<file path="src/rtl/seq_prod_divider.sv">
// Iterative restoring divider: recovers an operand and remainder from a product, one quotient bit per cycle.
// Optional build macro QUOT_SAT_EN clamps the quotient to operand range and raises sat.
module seq_prod_divider #(
    parameter int DW = 16,
    parameter int VW = 8
) (
    input  logic          clk,
    input  logic          rst,
    input  logic          in_valid,
    output logic          in_ready,
    input  logic [DW-1:0] dividend,
    input  logic [VW-1:0] divisor,
    output logic          out_valid,
    input  logic          out_ready,
    output logic [DW-1:0] quot,
    output logic [VW-1:0] rem,
    output logic          dz,
    output logic          sat
);
    localparam int CW = (DW > 1) ? $clog2(DW) : 1;
    localparam int PW = VW + 1;
    localparam logic [CW-1:0] CNT_START = CW'(DW - 1);

    typedef enum logic [1:0] {IDLE, RUN, DONE} state_t;

    state_t        state, state_nxt;
    logic [CW-1:0] cnt;
    logic [DW-1:0] dvd_sr;
    logic [DW-1:0] quot_sr;
    logic [VW-1:0] dvs;
    logic [PW-1:0] prem;
    logic [PW-1:0] prem_nxt;
    logic [PW:0]   p;
    logic          ge;
    logic [DW-1:0] q_step;
    logic          dz_r;
    logic          accept;
    logic          last;

    always_ff @(posedge clk or posedge rst) begin
        if (rst) state <= IDLE;
        else     state <= state_nxt;
    end

    always_comb begin
        state_nxt = state;
        in_ready  = 1'b0;
        out_valid = 1'b0;
        case (state)
            IDLE: begin
                in_ready = 1'b1;
                if (in_valid) state_nxt = (divisor == '0) ? DONE : RUN;
            end
            RUN: begin
                if (cnt == '0) state_nxt = DONE;
            end
            DONE: begin
                out_valid = 1'b1;
                if (out_ready) state_nxt = IDLE;
            end
            default: state_nxt = IDLE;
        endcase
    end

    // One restoring step: bring down the next dividend bit and trial-subtract.
    always_comb begin
        p        = {prem, dvd_sr[DW-1]};
        ge       = (p >= {2'b00, dvs});
        prem_nxt = ge ? PW'(p - {2'b00, dvs}) : PW'(p);
        q_step   = {quot_sr[DW-2:0], ge};
        accept   = (state == IDLE) && in_valid;
        last     = (state == RUN) && (cnt == '0);
    end

`ifdef QUOT_SAT_EN
    localparam logic [DW-1:0] QMAX = DW'((64'd1 << VW) - 64'd1);
    logic sat_r;
    logic sat_hit;
    assign sat_hit = last && (q_step > QMAX);
    assign sat     = sat_r;
`else
    assign sat = 1'b0;
`endif

    always_ff @(posedge clk or posedge rst) begin
        if (rst) begin
            cnt     <= '0;
            dvd_sr  <= '0;
            dvs     <= '0;
            prem    <= '0;
            quot_sr <= '0;
            dz_r    <= 1'b0;
`ifdef QUOT_SAT_EN
            sat_r   <= 1'b0;
`endif
        end else if (accept) begin
            dvd_sr <= dividend;
            dvs    <= divisor;
            cnt    <= CNT_START;
            dz_r   <= (divisor == '0);
`ifdef QUOT_SAT_EN
            sat_r  <= 1'b0;
`endif
            // Divide-by-zero skips RUN, so its result is loaded here directly.
            if (divisor == '0) begin
                quot_sr <= '1;
                prem    <= {1'b0, dividend[VW-1:0]};
            end else begin
                quot_sr <= '0;
                prem    <= '0;
            end
        end else if (state == RUN) begin
            dvd_sr <= {dvd_sr[DW-2:0], 1'b0};
            prem   <= prem_nxt;
            cnt    <= last ? '0 : cnt - 1'b1;
`ifdef QUOT_SAT_EN
            if (sat_hit) begin
                quot_sr <= QMAX;
                sat_r   <= 1'b1;
            end else begin
                quot_sr <= q_step;
            end
`else
            quot_sr <= q_step;
`endif
        end
    end

    assign quot = quot_sr;
    assign rem  = prem[VW-1:0];
    assign dz   = dz_r;

endmodule

</file>
<file path="config.mk">
export PLATFORM = sky130hd
export DESIGN_NAME = seq_prod_divider
export DESIGN_NICKNAME = d
export VERILOG_FILES = /design/src/rtl/seq_prod_divider.sv
export SDC_FILE = /design/constraint.sdc
export NUM_CORES = 1
export LEC_CHECK = 0
export ABC_AREA = 1
export BUFFER_PORTS_ARGS = -buffer_cell sky130_fd_sc_hd__buf_2
export CAP_MARGIN = 20
export CORE_AREA = 2 2 77 153
export DETAILED_ROUTE_END_ITERATION = 7
export DIE_AREA = 0 0 79 155
export PLACE_DENSITY = 0.56
export SYNTH_ARGS = -nofsm -noshare
export SYNTH_HDL_FRONTEND = slang
export SYNTH_SLANG_ARGS = --single-unit
</file>
<file path="constraint.sdc">
create_clock -name clk -period 2.45 [get_ports clk]
set_input_delay 0.1225 -clock clk [delete_from_list [all_inputs] [get_ports clk]]
set_output_delay 0.1225 -clock clk [all_outputs]
set_load 0.01 [all_outputs]
</file>
==> results of run 1 <==
-- power by group through the flow --
stage / Combinational [W] / Sequential [W] / Clock (W)
floorplan: 0.00266 / 0.00171 / 0
global placement: 0.00335 / 0.00172 / 0
detailed placement: 0.00338 / 0.00172 / 0
CTS: 0.00340 / 0.00171 / 0.000763
global route: 0.00389 / 0.00177 / 0.000794
finish: 0.00334 / 0.00170 / 0.000740
-- worst max path at each step --
stage / from / end / slack, ps
after floorplan: dvd_sr[15] / prem[6] / 650
after global routing: dvd_sr[15] / prem[0] / 230
after global placement: dvd_sr[15] / prem[6] / 460
final: dvd_sr[15] / prem[5] / 470
after detailed placement: dvd_sr[15] / prem[5] / 450
after CTS: dvd_sr[15] / prem[6] / 450
-- logic make-up after synthesis --
logic type | after synthesis
AO/OA/AOI/OAI | 78
XOR/XNOR | 5
adder cells (fa/ha/maj) | 11
buffers and inverters | 85
flip-flops | 56
other | 1
AND/OR/NAND/NOR | 165
-- flip-flops by register name, summed over array words and instances, names as in the netlist --
name and cells:
dvd_sr 16, quot 16, prem 9, dvs 8, cnt 4, state 2, dz 1
-- routing by layer --
layer  up-vias  wire length [um]
li1       1367                 -
met1      1241              3650
met2        62              3520
met3         6               312
met4         0                89
met5         -                 0
-- worst reg2reg max path, cell delays in order, from the launching register on --
cell and delay (ps):
dfrtp_1 360, inv_1 90, ha_1 150, inv_1 60
fa_1 410, nand3_1 110, nand2_1 80, nand2_1 100
nand4_2 200, nand2_1 140, nand3_1 70, a21boi_1 140
-- cell type report --
cell class | count | area (um2)
Clock buffer | 7 | 143
Multi-Input combinational cell | 260 | 1440
Fill cell | 1232 | 7420
Clock inverter | 1 | 7.51
Inverter | 61 | 231
Sequential cell | 56 | 1400
Tap cell | 142 | 178
Timing Repair Buffer | 59 | 323
-- layout by cell type, fill, tap and decap left out, drive strengths merged --
cell | synthesis | routed
a21boi | 7 | 7
a21oi | 8 | 8
a22o | 1 | 1
a2bb2oi | 16 | 16
a31oi | 2 | 2
buf | 20 | 58
clkbuf | 4 | 7
clkinv | 1 | 1
clkinvlp | 0 | 1
conb | 1 | 1
dfrtp | 56 | 56
dlygate4sd3 | 0 | 1
fa | 1 | 1
ha | 10 | 10
inv | 60 | 60
nand2 | 109 | 109
nand3 | 30 | 30
nand3b | 1 | 1
nand4 | 2 | 2
nor2 | 21 | 21
nor3 | 1 | 1
o2111ai | 1 | 1
o211ai | 3 | 3
o21ai | 34 | 34
o221ai | 5 | 5
o31ai | 1 | 1
or2 | 1 | 1
xnor2 | 3 | 3
xor2 | 2 | 2
-- per-stage QoR --
step / total power (W) / area, um2 / utilization / hold WS [ps] / setup WS, ps
2_1_floorplan: 0.00438 / 3240 / - / 232 / 647
3_3_place_gp: 0.00506 / 3570 / 0.320 / 23.0 / 461
3_5_place_dp: 0.00509 / 3570 / 0.320 / 31.5 / 454
4_1_cts: 0.00587 / 3730 / 0.334 / 38.6 / 447
5_1_grt: 0.00646 / 3730 / 0.334 / 59.2 / 227
6_report: 0.00579 / 3730 / 0.334 / 44.8 / 467
-- repair_timing --
item                                    4_1_cts  5_1_grt
hold buffers                                  1        0
hold endpoints to repair                      5        0
endpoints found under the setup margin        0        0
==> out/results.ini, run 1 <==
[clock_tree]
insertion_delay_ps=290
clock-sinks=56
post_cts_resized=0
cts_tree=yes
htree_levels=2
path_clk_slew_ps=70
post_cts_buffers=0
numCtsBuffers=5
clk_path_buf_depth=2
clock-root-buffer=clkbuf_16

[placed_design]
dp.cells=577
io_buffers=54
dp_hpwl_um=5370
place_congestion=0.816

[setup_path]
reg2reg_depth=11
path_buf_inv=2
cp.required_ps=2670
endpoint_kind=flop
crit_chain=inv_1, ha_1, inv_1, fa_1, nand3_1, nand2_1, nand2_1, nand4_2, nand2_1, nand3_1, a21boi_1
cp_slowest_stage_delay_ps=410
start_kind=flop
reg2reg_from=dvd_sr[15]
cp_top_family=simple AND/OR/NAND/NOR gates
cp_slowest_cell=fa_1
crit_arrival_ps=2200
rrSetupSlack_ps=470
timing.rr.end=prem[5]
cp.depth=11
path_class=flop to flop
crit_fanout=9
crit_top_cell=nand2_1

[grt]
track_usage=0.136
grt_max_degree=52
overflow=0
antenna_found_initial=0
grt_pass1_wl_um=13400
busiest_layer=met2
met2_usage=0.217
grt_use_met3=0.0232
grt_use_met1=0.189
grt_pass1_vias=2729

[power_and_ir_drop]
cellLeakagePower_nw=1.93
p_sw_frac=0.453
vdd_drop_max_v=0.000705
p_clk_frac=0.128
power.net_switching_w=0.00262
seq_power_share=0.294
p_int_w=0.00316
powerDensity_mw_per_mm2=1550
power_frac_comb=0.578

[drt]
firstDrtPassIters=4
routed_via_density=4.57
ant_nets=0
drt_wl_total_um=7580
wl_per_cell_um=12.9
drc_errors=0
num_vias=2676
dr.first_iter.drc_count=128

[layout]
drive_gt1_frac=0.178
area_growth_syn_to_layout_pct=14.9
antenna_cells=0
fin_cells=586
nNetsFinal=482

[floorplan]
core_area_mm2=0.0111
io_pins=56
die_w_um=79
start_util=0.291
die_height_um=155
dieArea_mm2=0.0122
fp-row-count=55

[worst_hold_path]
holdPathEnd=dvd_sr[12]
whs_path_depth=3
hp-start=dividend[12]
hold_class=input port to flop

[synth]
synth_area_leaders=dfrtp_1, nand2_1, inv_1
synth_xor_area_frac=0.0135
ys.flop_type=dfrtp_1
synth-compound-area-share=0.159
synth_seq_cells=56
synthArstFlopShare=1.00
synth_top_family_by_area=simple AND/OR/NAND/NOR gates
synth_edf_count=0
yosysSeqAreaShare=0.432
yosys-top-cells-count=nand2_1, inv_1, dfrtp_1, o21ai_0, nand3_1
synth_cell_types=40
yosysTopAreaCell=dfrtp_1
synth.top_cell.area_share=0.432
synthesis.area_mm2=0.00324
syn_nets=440
synth_fa_ha_area_frac=0.0448
yosysWarnings=0
synth_cells=401
muxShareOfSynthArea=0
synth.most_common_cell=nand2_1
avgSynthCellArea_um2=8.08
yosys.area_share.simple=0.227

[timing]
finalHoldViolCount=0
finalCritPeriodShare=0.809
tightest_slew_ps=719
period_minus_slack_ps=1980
tns_ps=0
fin_worst_skew_ps=4.50
final_max_slew_viol_count=0
setup_viol=0
slew_headroom=0.520
fmax_mhz=504
rsz0062_at_grt=false

[outcome]
status=finished clean

[flow_run]
max-cap-violations=0

Power figures use the tool's default switching activity.
==> run 2, diff against run 1 <==
==> config.mk (replaced) <==
export PLATFORM = sky130hd
export DESIGN_NAME = seq_prod_divider
export DESIGN_NICKNAME = d
export VERILOG_FILES = /design/src/rtl/seq_prod_divider.sv
export SDC_FILE = /design/constraint.sdc
export NUM_CORES = 1
export LEC_CHECK = 0
export ABC_AREA = 0
export BUFFER_PORTS_ARGS = -buffer_cell sky130_fd_sc_hd__buf_2
export CAP_MARGIN = 20
export CORE_AREA = 2 2 74 147
export DETAILED_ROUTE_END_ITERATION = 7
export DIE_AREA = 0 0 76 149
export PLACE_DENSITY = 0.57
export SYNTH_ARGS = -nofsm -noshare
export SYNTH_HDL_FRONTEND = slang
export SYNTH_SLANG_ARGS = --single-unit
==> constraint.sdc (replaced) <==
create_clock -name clk -period 1.94 [get_ports clk]
set_input_delay 0.097 -clock clk [delete_from_list [all_inputs] [get_ports clk]]
set_output_delay 0.097 -clock clk [all_outputs]
set_load 0.01 [all_outputs]
==> run 2 against run 1 <==
Net effect: synthesized cell count shrank 17%; largest power group unchanged; register-to-register slack lost 770 ps; the run now ends with setup timing left; sequential power grew 26%; global-route usage grew 1.5 points.
==> out/results.ini, run 2 <==
[synth]
synth_seq_cells=56
synth.most_common_cell=dfrtp_1
yosys-top-cells-count=dfrtp_1, nand2_1, o21ai_0, nor2_1, a21oi_1
synthArstFlopShare=1.00
synth.top_cell.area_share=0.465
yosysWarnings=0
yosysSeqAreaShare=0.465
synth_cell_types=48
synth_area_leaders=dfrtp_1, nand2_1, o21ai_0
synthesis.area_mm2=0.00302
synth_edf_count=0
syn_nets=370
yosysTopAreaCell=dfrtp_1
synth_cells=331
ys.flop_type=dfrtp_1
avgSynthCellArea_um2=9.11

[power_and_ir_drop]
p_clk_frac=0.118
seq_power_share=0.264
vdd_drop_max_v=0.00110
p_int_w=0.00467
power_frac_comb=0.619
powerDensity_mw_per_mm2=2050
p_sw_frac=0.424
cellLeakagePower_nw=1.88
power.net_switching_w=0.00344

[layout]
final_cell_mix=dfrtp_1, buf_2, buf_4
drive_gt1_frac=0.316
fin_util=0.385
area_growth_syn_to_layout_pct=31.1
nNetsFinal=456
antenna_cells=0
layout.cells.most_common=dfrtp_1
fin_cells=555

[setup_path]
start_kind=flop
crit_arrival_ps=2460
crit_fanout=3
cp.required_ps=2160
endpoint_kind=flop
path_class=flop to flop

[placed_design]
io_buffers=54
dp.cells=539
place_congestion=0.858
dp_hpwl_um=5810
pre_cts_ws_ps=-349

[outcome]
status=finished, violations left
violations=setup timing

[timing]
final_max_slew_viol_count=0
period_minus_slack_ps=2240
rsz0062_at_grt=true
fin_worst_skew_ps=5.29
finalHoldViolCount=0
finalWorstSetupSlack_ps=-301
finalCritPeriodShare=1.16
fmax_mhz=446
setup_viol=10

[drt]
routed.top_layer=met4
wl_per_cell_um=14.5
ant_nets=0
wl_met2_um=3980
drt_wl_total_um=8020
dr.first_iter.drc_count=96
drc_errors=0
routed_via_density=4.88
wl_met1_um=3560
num_vias=2707
firstDrtPassIters=4
met3_length_um=264

[grt]
overflow=0
antenna_found_initial=0
track_usage=0.150
grt_pass1_wl_um=13800
grt_pass1_vias=2806
grt_max_degree=57

[clock_tree]
numCtsBuffers=5
clock-sinks=56
cts_tree=yes
clock-root-buffer=clkbuf_16
clk_path_buf_depth=2
htree_levels=2
path_clk_slew_ps=80
insertion_delay_ps=300

[flow_run]
max-cap-violations=0

[floorplan]
die_w_um=76
core_area_mm2=0.0103
fp-row-count=53
io_pins=56
die_height_um=149
start_util=0.293
dieArea_mm2=0.0113

[worst_hold_path]
hold_class=input port to flop

run 2: cell types whose count changed after synthesis, moves of 4 or more:
cell / delta
nand2_1: -63
inv_1: -46
nand3_1: -20
o21ai_1: +19
a2bb2oi_1: -16
a21oi_1: +14
mux2i_1: +12
nor2_1: +11
clkbuf_1: +9
a22oi_1: +8
o21ai_0: -6
nand2b_1: +5
a21boi_1: -4
nor3_1: +4
run 2: cell families after synthesis:
group | after synthesis | share of synthesized area
XOR/XNOR | 5 | 0.0145
other | 1 | 0.00124
adder cells (fa/ha/maj) | 11 | 0.0481
flip-flops | 56 | 0.465
buffers and inverters | 39 | 0.0639
AND/OR/NAND/NOR | 108 | 0.164
AO/OA/AOI/OAI | 98 | 0.200
multiplexers | 13 | 0.0436
run 2: final timing paths:
| check | to | depth (start not counted) | slack [ps] | startpoint |
|---|---|---|---|---|
| worst max-delay path | prem[0] | 10 | -300 | dvd_sr[15] |
| worst min-delay path | dvs[6] | 3 | 30 | divisor[6] |
| worst max register to register | prem[0] | 10 | -300 | dvd_sr[15] |
| worst min register to register | dz | 2 | 480 | dz |
| max in group asynchronous | state[1] | 4 | 1300 | rst |
| min in group asynchronous | quot[8] | 4 | 390 | rst |
run 2: critical path, cell delays in order (launching register included):
cell	delay, ps
dfrtp_1	380
inv_2	80
ha_4	130
inv_2	30
fa_2	360
a211oi_4	240
o21ai_2	70
a211oi_2	260
buf_4	170
mux2_4	300
o221ai_2	130
run 2: repair_timing:
item                       4_1_cts  5_1_grt
gates resized for setup          5        5
hold endpoints to repair        56        0
setup endpoints to repair       10       10
pin swaps                        8        3
cloned                           0        0
setup buffers                    4        5
hold buffers                     1        0
run 2: layout make-up:
| class | instances | area (um2) |
|---|---|---|
| Clock buffer | 5 | 125 |
| Clock inverter | 3 | 27.5 |
| Fill cell | 1039 | 6320 |
| Inverter | 12 | 45.0 |
| Multi-Input combinational cell | 236 | 1490 |
| Sequential cell | 56 | 1400 |
| Tap cell | 137 | 171 |
| Timing Repair Buffer | 106 | 692 |
run 2: layer usage:
layer,up-vias,global-route usage
met5,-,0
met4,0,0.0627
met3,11,0.0182
met2,60,0.254
met1,1306,0.195
li1,1330,-
run 2: per-stage QoR:
stage	hold slack [ps]	setup TNS (ps)	total power, W	cell area (um2)
after CTS	19.6	-2280	0.00794	3890
after global placement	179	-1780	0.00671	3690
after floorplan	202	-1540	0.00514	3030
after detailed placement	181	-2570	0.00678	3690
final	25.7	-2070	0.00811	3950
after global routing	32.6	-3260	0.00885	3950
run 2: power groups by stage:
stage / clock, W / combinational (W) / sequential [W]
floorplan: 0 / 0.00298 / 0.00216
global placement: 0 / 0.00455 / 0.00215
detailed placement: 0 / 0.00461 / 0.00217
CTS: 0.000982 / 0.00481 / 0.00214
global route: 0.00102 / 0.00561 / 0.00221
finish: 0.000953 / 0.00502 / 0.00214
==> run 3, diff against run 2 <==
--- a/config.mk
+++ b/config.mk
@@ -8,10 +8,11 @@
 export ABC_AREA = 0
 export BUFFER_PORTS_ARGS = -buffer_cell sky130_fd_sc_hd__buf_2
 export CAP_MARGIN = 20
-export CORE_AREA = 2 2 74 147
+export CORE_AREA = 2 2 85 128
 export DETAILED_ROUTE_END_ITERATION = 7
-export DIE_AREA = 0 0 76 149
+export DIE_AREA = 0 0 87 130
 export PLACE_DENSITY = 0.57
+export REMOVE_ABC_BUFFERS = 1
 export SYNTH_ARGS = -nofsm -noshare
 export SYNTH_HDL_FRONTEND = slang
 export SYNTH_SLANG_ARGS = --single-unit
==> run 3 against run 2 <==
Net effect: the run still ends with setup timing left; combinational power fell by 2%; routed wire length rose by 3.4%; maximum frequency rose by 0.70%; largest cell class unchanged; sequential power barely moved; setup slack improved by 15 ps; non-clock buffer count fell by 3; total power fell by 0.56%; hold slack got worse by 1.4 ps; register-to-register slack improved by 20 ps; clock skew fell by 1.1 ps; core utilization fell by 0.45 points; via count fell by 1.0%.
==> out/results.ini, run 3 (synthesis gave the netlist of run 2 again) <==
[layout]
layout.cells.most_common=dfrtp_1
nNetsFinal=453
drive_gt1_frac=0.306
fillers=1048
antenna_cells=0
fin_util=0.380
final_cell_mix=dfrtp_1, buf_2, nand2_1, buf_4, o21ai_0
fin_area_mm2=0.00392
area_growth_syn_to_layout_pct=29.9

[clock_tree]
numCtsBuffers=5
clock-sinks=56
cts_tree=yes
htree_levels=2
insertion_delay_ps=300
path_clk_slew_ps=70
clk_path_buf_depth=2
clock-root-buffer=clkbuf_16

[timing]
period_minus_slack_ps=2230
tns_ps=-2330
final_max_slew_viol_count=0
rsz0062_at_grt=true
finalCritPeriodShare=1.15
setup_viol=10
fin_worst_skew_ps=4.19
finalHoldViolCount=0
fin_worst_hold_slack_ps=24.2
fmax_mhz=449
finalWorstSetupSlack_ps=-285

[setup_path]
cp_top_family=compound AO/OA/AOI/OAI gates
crit_arrival_ps=2440
startpoint=dvd_sr[15]
crit_top_cell=inv_2
cp_slowest_stage_delay_ps=370
crit_chain=inv_2, ha_4, inv_2, fa_2, a211oi_4, o21ai_2, a211oi_2, buf_4, mux2_4, o221ai_2
rrSetupSlack_ps=-290
path_class=flop to flop
endpoint_kind=flop
cp_slowest_cell=dfrtp_1
path_buf_inv=3
crit_fanout=2
start_kind=flop
cp.required_ps=2160
reg2reg_from=dvd_sr[15]

[drt]
num_vias=2680
firstDrtPassIters=4
wl_per_cell_um=15.5
dr.first_iter.drc_count=117
drt_wl_total_um=8290
routed_via_density=5.01
ant_nets=0
drc_errors=0

[outcome]
status=finished, violations left
violations=setup timing

[power_and_ir_drop]
powerDensity_mw_per_mm2=2060
report.power.total_w=0.00807
cellLeakagePower_nw=1.87
vdd_drop_max_v=0.000676

[floorplan]
dieArea_mm2=0.0113
die_w_um=87
io_pins=56
core_area_mm2=0.0103
fp-row-count=46
start_util=0.293
die_height_um=130

[worst_hold_path]
hold_class=input port to flop
hp-start=dividend[12]

[grt]
antenna_found_initial=0
overflow=0
grt_max_degree=37
track_usage=0.152
grt_pass1_vias=2697
grt_pass1_wl_um=13300

[placed_design]
io_buffers=54
place_congestion=0.882
dp_hpwl_um=6210
dpl-instance-area_mm2=0.00365

[flow_run]
max-cap-violations=0

run 3: final timing paths:
kind,end,cells after the start
worst max-delay path,prem[0],10
worst min-delay path,dvd_sr[12],3
worst max register to register,prem[0],10
worst min register to register,dvd_sr[11],2
max in group asynchronous,prem[1],4
min in group asynchronous,dvd_sr[10],3
run 3: cell type report:
cell class	instances	area [um2]	area share
Clock inverter	3	47.5	0.0121
Timing Repair Buffer	103	673	0.172
Sequential cell	56	1400	0.358
Multi-Input combinational cell	236	1470	0.376
Tap cell	120	150	0.0383
Clock buffer	5	125	0.0319
Inverter	12	45.0	0.0115
run 3: tightest hold or removal path: stages:
cell	delay, ps
buf_2	80
a22oi_1	70
nand2_1	60
run 3: metal layers:
metal / up-vias / track usage / routed length (um)
met5: - / 0 / 0
met4: 0 / 0.0487 / 142
met3: 9 / 0.0285 / 302
met2: 51 / 0.278 / 4550
met1: 1305 / 0.176 / 3300
li1: 1315 / - / -
run 3: what timing repair did:
item,4_1_cts,5_1_grt
hold endpoints to repair,20,0
endpoints found under the setup margin,10,10
hold buffers,1,0
gates resized for setup,8,6
pin swaps,8,6
gates cloned,0,0
setup buffers,3,2
run 3: through the flow:
stage / std cells / setup slack (ps)
floorplan: 304 / -715
global placement: 522 / -364
detailed placement: 522 / -455
CTS: 533 / -278
global route: 535 / -387
finish: 535 / -285
run 3: power breakdown:
part / internal (W) / switching [W] / total [W]
clock: 0.000614 / 0.000435 / 0.00105
sequential: 0.00175 / 0.000363 / 0.00212
combinational: 0.00233 / 0.00257 / 0.00490
